`src/rtl/rca_config_bank.sv`:
```
// Per-RCA double-buffered config store: shadow sets written any time, commit copies shadow->active once the RCA is idle.
// Reads are combinational from active[rca_sel]; the copy and ack land one edge after WAIT sees the RCA idle; only writes to the committing RCA stall.
module rca_config_bank #(
  parameter int unsigned NUM_RCAS           = 4,
  parameter int unsigned NUM_READ_PORTS     = 2,
  parameter int unsigned NUM_WRITE_PORTS    = 2,
  parameter int unsigned NUM_GRID_MUXES     = 32,
  parameter int unsigned GRID_MUX_INPUTS    = 8,
  parameter int unsigned GRID_NUM_ROWS      = 4,
  parameter int unsigned IO_UNIT_MUX_INPUTS = 8,
  parameter int unsigned CFG_DATA_W         = 8,
  localparam int unsigned RCA_W = (NUM_RCAS > 1) ? $clog2(NUM_RCAS) : 1,
  localparam int unsigned GW    = $clog2(GRID_MUX_INPUTS),
  localparam int unsigned RW    = $clog2(GRID_NUM_ROWS),
  localparam int unsigned IW    = $clog2(IO_UNIT_MUX_INPUTS)
) (
  input  logic                              clk,
  input  logic                              rst,
  input  logic                              cfg_wr_valid,
  output logic                              cfg_wr_ready,
  input  logic [RCA_W-1:0]                  cfg_wr_rca,
  input  logic [2:0]                        cfg_wr_field,
  input  logic [7:0]                        cfg_wr_idx,
  input  logic [CFG_DATA_W-1:0]             cfg_wr_data,
  output logic                              cfg_wr_err,
  input  logic                              commit_req,
  input  logic [RCA_W-1:0]                  commit_rca,
  output logic                              commit_ack,
  output logic                              commit_busy,
  input  logic [NUM_RCAS-1:0]               rca_busy,
  input  logic [RCA_W-1:0]                  rca_sel,
  input  logic                              rca_use_fb_instr,
  output logic [NUM_READ_PORTS*5-1:0]       rca_cpu_src_reg_addrs,
  output logic [NUM_WRITE_PORTS*5-1:0]      rca_cpu_dest_reg_addrs,
  output logic [NUM_GRID_MUXES*GW-1:0]      grid_mux_sels,
  output logic [GRID_NUM_ROWS*IW-1:0]       io_mux_sels,
  output logic [NUM_WRITE_PORTS*RW-1:0]     result_mux_sels,
  output logic [GRID_NUM_ROWS-1:0]          rca_io_inp_use
);

  localparam int unsigned RP_IW = (NUM_READ_PORTS > 1) ? $clog2(NUM_READ_PORTS) : 1;
  localparam int unsigned WP_IW = (NUM_WRITE_PORTS > 1) ? $clog2(NUM_WRITE_PORTS) : 1;
  localparam int unsigned GM_IW = (NUM_GRID_MUXES > 1) ? $clog2(NUM_GRID_MUXES) : 1;
  localparam int unsigned RO_IW = (GRID_NUM_ROWS > 1) ? $clog2(GRID_NUM_ROWS) : 1;

  localparam logic [2:0] F_SRC      = 3'd0;
  localparam logic [2:0] F_DEST_FB  = 3'd1;
  localparam logic [2:0] F_DEST_NFB = 3'd2;
  localparam logic [2:0] F_GRID     = 3'd3;
  localparam logic [2:0] F_IO       = 3'd4;
  localparam logic [2:0] F_RESULT   = 3'd5;
  localparam logic [2:0] F_IO_USE   = 3'd6;

  localparam logic [0:0] S_IDLE = 1'b0;
  localparam logic [0:0] S_WAIT = 1'b1;

  // One complete context; element 0 of every array sits in the LSBs of the flattened output.
  typedef struct packed {
    logic [NUM_READ_PORTS-1:0][4:0]     src;
    logic [NUM_WRITE_PORTS-1:0][4:0]    dest_fb;
    logic [NUM_WRITE_PORTS-1:0][4:0]    dest_nfb;
    logic [NUM_GRID_MUXES-1:0][GW-1:0]  grid;
    logic [GRID_NUM_ROWS-1:0][IW-1:0]   io;
    logic [NUM_WRITE_PORTS-1:0][RW-1:0] result;
    logic [GRID_NUM_ROWS-1:0]           io_use;
  } cfg_t;

  cfg_t [NUM_RCAS-1:0] sh_q, sh_d;
  cfg_t [NUM_RCAS-1:0] act_q, act_d;
  cfg_t                act_sel;

  logic [0:0]       state_q, state_d;
  logic [RCA_W-1:0] commit_rca_q, commit_rca_d;
  logic             ack_q, ack_d;
  logic             err_q, err_d;
  logic             copy_en;
  logic             wr_fire;
  logic             idx_ok;
  logic [31:0]      idx_w;
  logic             unused_data;

  assign idx_w       = {24'd0, cfg_wr_idx};
  assign unused_data = ^cfg_wr_data;

  assign cfg_wr_ready = !((state_q == S_WAIT) && (cfg_wr_rca == commit_rca_q));
  assign wr_fire      = cfg_wr_valid && cfg_wr_ready;

  always_comb begin
    idx_ok = 1'b0;
    case (cfg_wr_field)
      F_SRC:      idx_ok = idx_w < NUM_READ_PORTS;
      F_DEST_FB:  idx_ok = idx_w < NUM_WRITE_PORTS;
      F_DEST_NFB: idx_ok = idx_w < NUM_WRITE_PORTS;
      F_GRID:     idx_ok = idx_w < NUM_GRID_MUXES;
      F_IO:       idx_ok = idx_w < GRID_NUM_ROWS;
      F_RESULT:   idx_ok = idx_w < NUM_WRITE_PORTS;
      F_IO_USE:   idx_ok = (cfg_wr_idx == 8'd0);
      default:    idx_ok = 1'b0;
    endcase
  end

  always_comb begin
    sh_d  = sh_q;
    err_d = wr_fire && !idx_ok;
    if (wr_fire && idx_ok) begin
      case (cfg_wr_field)
        F_SRC:      sh_d[cfg_wr_rca].src[cfg_wr_idx[RP_IW-1:0]]      = cfg_wr_data[4:0];
        F_DEST_FB:  sh_d[cfg_wr_rca].dest_fb[cfg_wr_idx[WP_IW-1:0]]  = cfg_wr_data[4:0];
        F_DEST_NFB: sh_d[cfg_wr_rca].dest_nfb[cfg_wr_idx[WP_IW-1:0]] = cfg_wr_data[4:0];
        F_GRID:     sh_d[cfg_wr_rca].grid[cfg_wr_idx[GM_IW-1:0]]     = cfg_wr_data[GW-1:0];
        F_IO:       sh_d[cfg_wr_rca].io[cfg_wr_idx[RO_IW-1:0]]       = cfg_wr_data[IW-1:0];
        F_RESULT:   sh_d[cfg_wr_rca].result[cfg_wr_idx[WP_IW-1:0]]   = cfg_wr_data[RW-1:0];
        F_IO_USE:   sh_d[cfg_wr_rca].io_use                          = cfg_wr_data[GRID_NUM_ROWS-1:0];
        default:    sh_d = sh_q;
      endcase
    end
  end

  always_comb begin
    state_d      = state_q;
    commit_rca_d = commit_rca_q;
    ack_d        = 1'b0;
    copy_en      = 1'b0;
    case (state_q)
      S_IDLE: begin
        if (commit_req) begin
          state_d      = S_WAIT;
          commit_rca_d = commit_rca;
        end
      end
      S_WAIT: begin
        if (!rca_busy[commit_rca_q]) begin
          state_d = S_IDLE;
          ack_d   = 1'b1;
          copy_en = 1'b1;
        end
      end
      default: state_d = S_IDLE;
    endcase
  end

  // Writes to the committing RCA are stalled in WAIT, so shadow[q] is stable for the copy.
  always_comb begin
    act_d = act_q;
    if (copy_en) begin
      act_d[commit_rca_q] = sh_q[commit_rca_q];
    end
  end

  always_ff @(posedge clk) begin
    if (rst) begin
      sh_q         <= '0;
      act_q        <= '0;
      state_q      <= S_IDLE;
      commit_rca_q <= '0;
      ack_q        <= 1'b0;
      err_q        <= 1'b0;
    end else begin
      sh_q         <= sh_d;
      act_q        <= act_d;
      state_q      <= state_d;
      commit_rca_q <= commit_rca_d;
      ack_q        <= ack_d;
      err_q        <= err_d;
    end
  end

  assign commit_ack  = ack_q;
  assign cfg_wr_err  = err_q;
  assign commit_busy = (state_q == S_WAIT);

  assign act_sel                = act_q[rca_sel];
  assign rca_cpu_src_reg_addrs  = rca_use_fb_instr ? act_sel.src : '0;
  assign rca_cpu_dest_reg_addrs = rca_use_fb_instr ? act_sel.dest_fb : act_sel.dest_nfb;
  assign grid_mux_sels          = act_sel.grid;
  assign io_mux_sels            = act_sel.io;
  assign result_mux_sels        = act_sel.result;
  assign rca_io_inp_use         = act_sel.io_use;

endmodule

```
`config.mk`:
```
export PLATFORM = sky130hd
export DESIGN_NAME = rca_config_bank
export DESIGN_NICKNAME = d
export VERILOG_FILES = /design/src/rtl/rca_config_bank.sv
export SDC_FILE = /design/constraint.sdc
export NUM_CORES = 2
export LEC_CHECK = 0
export CAP_MARGIN = 15
export CORE_UTILIZATION = 66
export DETAILED_ROUTE_END_ITERATION = 6
export GPL_TIMING_DRIVEN = 0
export PLACE_DENSITY = 0.86
export SLEW_MARGIN = 20
export SYNTH_ARGS = -nofsm -noshare
export SYNTH_HDL_FRONTEND = slang
export SYNTH_SLANG_ARGS = --single-unit
```
`constraint.sdc`:
```
create_clock -name clk -period 4.4 [get_ports clk]
set_input_delay 0.44 -clock clk [delete_from_list [all_inputs] [get_ports clk]]
set_output_delay 0.44 -clock clk [all_outputs]
set_load 0.005 [all_outputs]
```
==> flow_summary_export.csv <==
group,metric,value,unit
outcome,status,"complete, but fails checks",
outcome,violations,"design-rule violations",
sta,setup_tns,0,ns
finish,stdcell_area,0.0582,mm2
synthesis,synth_cell_types,67,
clock_network,cts_root_buffer,"clkbuf_16",
finish,fillers,5265,
route,drcViolationCount,1,
clock_network,cts_inserted_buffers,116,
die,coreArea,0.0763,mm2
die,start_util,0.671,
die,die_y,281,um
synthesis,ys_ff_latch,1173,
setup_path,path_class,"in2reg",
setup_path,worstPathRequired,4.93,ns
place,pre_cts_ws,-0.0260,ns
clock_network,hold_buffers,0,
setup_path,r2r_slack,0.23,ns
finish,instances_no_fill,6876,
setup_path,path_max_fanout,10,
place,hpwl,151000,um
sta,clock_skew,0.0259,ns
global_routing,grt_overflow,0,
global_routing,grt_start_max_net_pins,17,
synthesis,syn_nets,5505,
sta,hold_violations,0,
clock_network,cts_sinks,1173,
route,firstDrtPassIters,7,
synthesis,synth_top_area_frac,0.458,
worst_hold_path,worst_hold_path.endpoint,"sh_q[557]$_SDFFE_PP0P_",
finish,fin_util,0.762,
pwr,power_frac_comb,0.065,
place,io_buffers,161,
synthesis,synth_ff_type,"dfxtp_1",
synthesis,synth_largest_area_cell,"dfxtp_1",
setup_path,cp.arrival,4.83,ns
sta,drv_slew,0,
pwr,leakagePower,19.0,nW
pwr,power.net_switching,5.62,mW
die,die_x,281,um
global_routing,grt_pass1_vias,46300,
finish,layout_commonest_cell,"nand2_1",
finish,drive_above_1_share,0.124,
worst_hold_path,holdPathStages,3,
synthesis,async_flop_share,0,
route,wl_per_cell,31.0,um
sta,maxClockFrequency,0.233,GHz
sta,slew_headroom,0.0855,
finish,ff_latch_area,0.0235,mm2
sta,worstMarginPinSlew,1.37,ns
synthesis,synth_area_leaders,"dfxtp_1, mux4_2, nand2_1, a21oi_1, mux2i_1",
synthesis,synth_edf_count,0,
finish,nets,5793,
route,antenna_left,0,
setup_path,r2r_end,"sh_q[460]$_SDFFE_PP0P_",
clock_network,htreeDepth,3,
route,drtIter0Drc,7846,
clock_network,tritoncts,"built",
pwr,irDropWorstVdd,0.381,mV
synthesis,synth_area_per_cell,9.37,um2
job,maxCapViolations,0,
die,pin_count,174,
global_routing,grt_first_pass_wirelength,304000,um
pwr,swShare,0.253,
global_routing,antenna_found_initial,2,
route,vias,48300,
finish,most-common-layout-cells,"nand2_1, dfxtp_1, a21oi_1",
sta,setup_viol,0,
clock_network,clock_latency,0.72,ns
sta,post-route-min-period,4.29,ns
route,wirelength,213000,um
pwr,power.internal,16.6,mW
pwr,p_clk_frac,0.458,
synthesis,yosysSeqAreaShare,0.458,
finish,synthToLayoutAreaGrowth,13.5,%
place,placed_cell_area,0.0543,mm2
synthesis,ys.warnings.count,0,
global_routing,grt.total_usage,0.534,
die,rows,101,
sta,rsz0062_at_grt,"no",
synthesis,synthCells,5471,
clock_network,cts.clk_slew.worst_paths,0.06,ns
place,dp_cells,6671,
clock_network,post_cts.repair.setup_buffers,0,
place,gp_congestion,1.06,
sta,setup_ws,0.106,ns
setup_path,rr_worst_depth,8,
setup_path,cp-end-kind,"register",
worst_hold_path,min_from,"cfg_wr_data[3]",
setup_path,rr_startpoint,"commit_rca_q[1]$_SDFFE_PP0P_",
clock_network,cts_resized,0,
sta,post-route-period-util,0.976,
clock_network,clockBufferDepth,3,
synthesis,syn_area,0.0513,mm2
route,via_per_inst,7.02,
die,die_area,0.0788,mm2
worst_hold_path,hold_class,"in2reg",
setup_path,start_kind,"input pin",
pwr,p_per_area,383,mW/mm2
pwr,pwr-share-seq,0.477,
finish,multi_input_area,0.0257,mm2
==> cell type report <==
type | count | area share
Multi-Input combinational cell | 3776 | 0.442
Clock inverter | 37 | 0.00733
Clock buffer | 166 | 0.0588
Inverter | 9 | 0.000581
Sequential cell | 1173 | 0.404
Timing Repair Buffer | 170 | 0.0292
Tap cell | 1030 | 0.0222
Antenna cell | 2 | 0.0000860
Buffer | 513 | 0.0359
==> kinds of logic (layout without fill, tap and decap cells) <==
logic type / count (synthesis) / in the layout / share of synthesized area
buf+inv: 522 / 895 / 0.0410
mux: 625 / 625 / 0.194
xor+xnor: 2 / 2 / 0.000342
flops: 1173 / 1173 / 0.458
compound gates: 1026 / 1026 / 0.109
simple gates: 2123 / 2123 / 0.198
other cells: 0 / 2 / 0
==> layer usage <==
metal,share of wire,global-route usage,wire length [um]
met5,0.00030,0.00313,65
met4,0.079,0.355,16900
met3,0.17,0.244,36600
met2,0.41,0.768,88500
met1,0.33,0.640,71300
==> worst max-delay path, cell delays in order <==
cell and delay (ns):
clkdlybuf4s50_1 0.57, clkbuf_1 0.93, buf_1 1.05, clkbuf_1 0.85
clkbuf_1 0.88, a21oi_1 0.08
==> state kept, by name, summed over array words and instances, names as in the netlist <==
name          count
act_q           584
cfg_wr_err        1
commit_ack        1
commit_busy       1
commit_rca_q      2
sh_q            584
==> worst max-delay path by stage <==
stage / startpoint / endpoint / slack, ns / cells after the start
after floorplan: rca_sel[0] / grid_mux_sels[46] / 1.80 / 4
after global placement: cfg_wr_field[1] / sh_q[97]$_SDFFE_PP0P_ / -0.69 / 7
after detailed placement: rst / sh_q[409]$_SDFFE_PP0P_ / -0.03 / 6
after CTS: rca_sel[0] / grid_mux_sels[53] / 0.51 / 5
after global routing: rca_sel[0] / grid_mux_sels[47] / 0.34 / 5
final: rst / sh_q[409]$_SDFFE_PP0P_ / 0.11 / 6
==> metrics by stage <==
stage / hold slack (ns) / power [mW]
floorplan: 0.429 / 11.6
global placement: 0.438 / 12.2
detailed placement: 0.444 / 12.2
CTS: 0.128 / 22.0
global route: 0.164 / 22.5
finish: 0.155 / 22.3
==> power groups by stage <==
stage | registers (mW) | clock network (mW) | logic [mW]
4_1_cts | 10.6 | 10.0 | 1.34
3_3_place_gp | 10.9 | 0 | 1.32
2_1_floorplan | 10.9 | 0 | 0.742
6_report | 10.6 | 10.2 | 1.44
5_1_grt | 10.6 | 10.5 | 1.41
3_5_place_dp | 10.9 | 0 | 1.33
==> synthesized netlist by cell type (all sizes together), types with 10 or more instances <==
master	instances
a211oi	99
a21oi	762
and2	14
and3	10
buf	126
clkbuf	387
dfxtp	1173
mux2	10
mux2i	322
mux4	293
nand2	1323
nand2b	13
nand3	107
nand4	76
nor2	373
nor2b	10
nor3	37
nor4	109
o21ai	106
No activity file was read; power rests on OpenSTA's default activity.
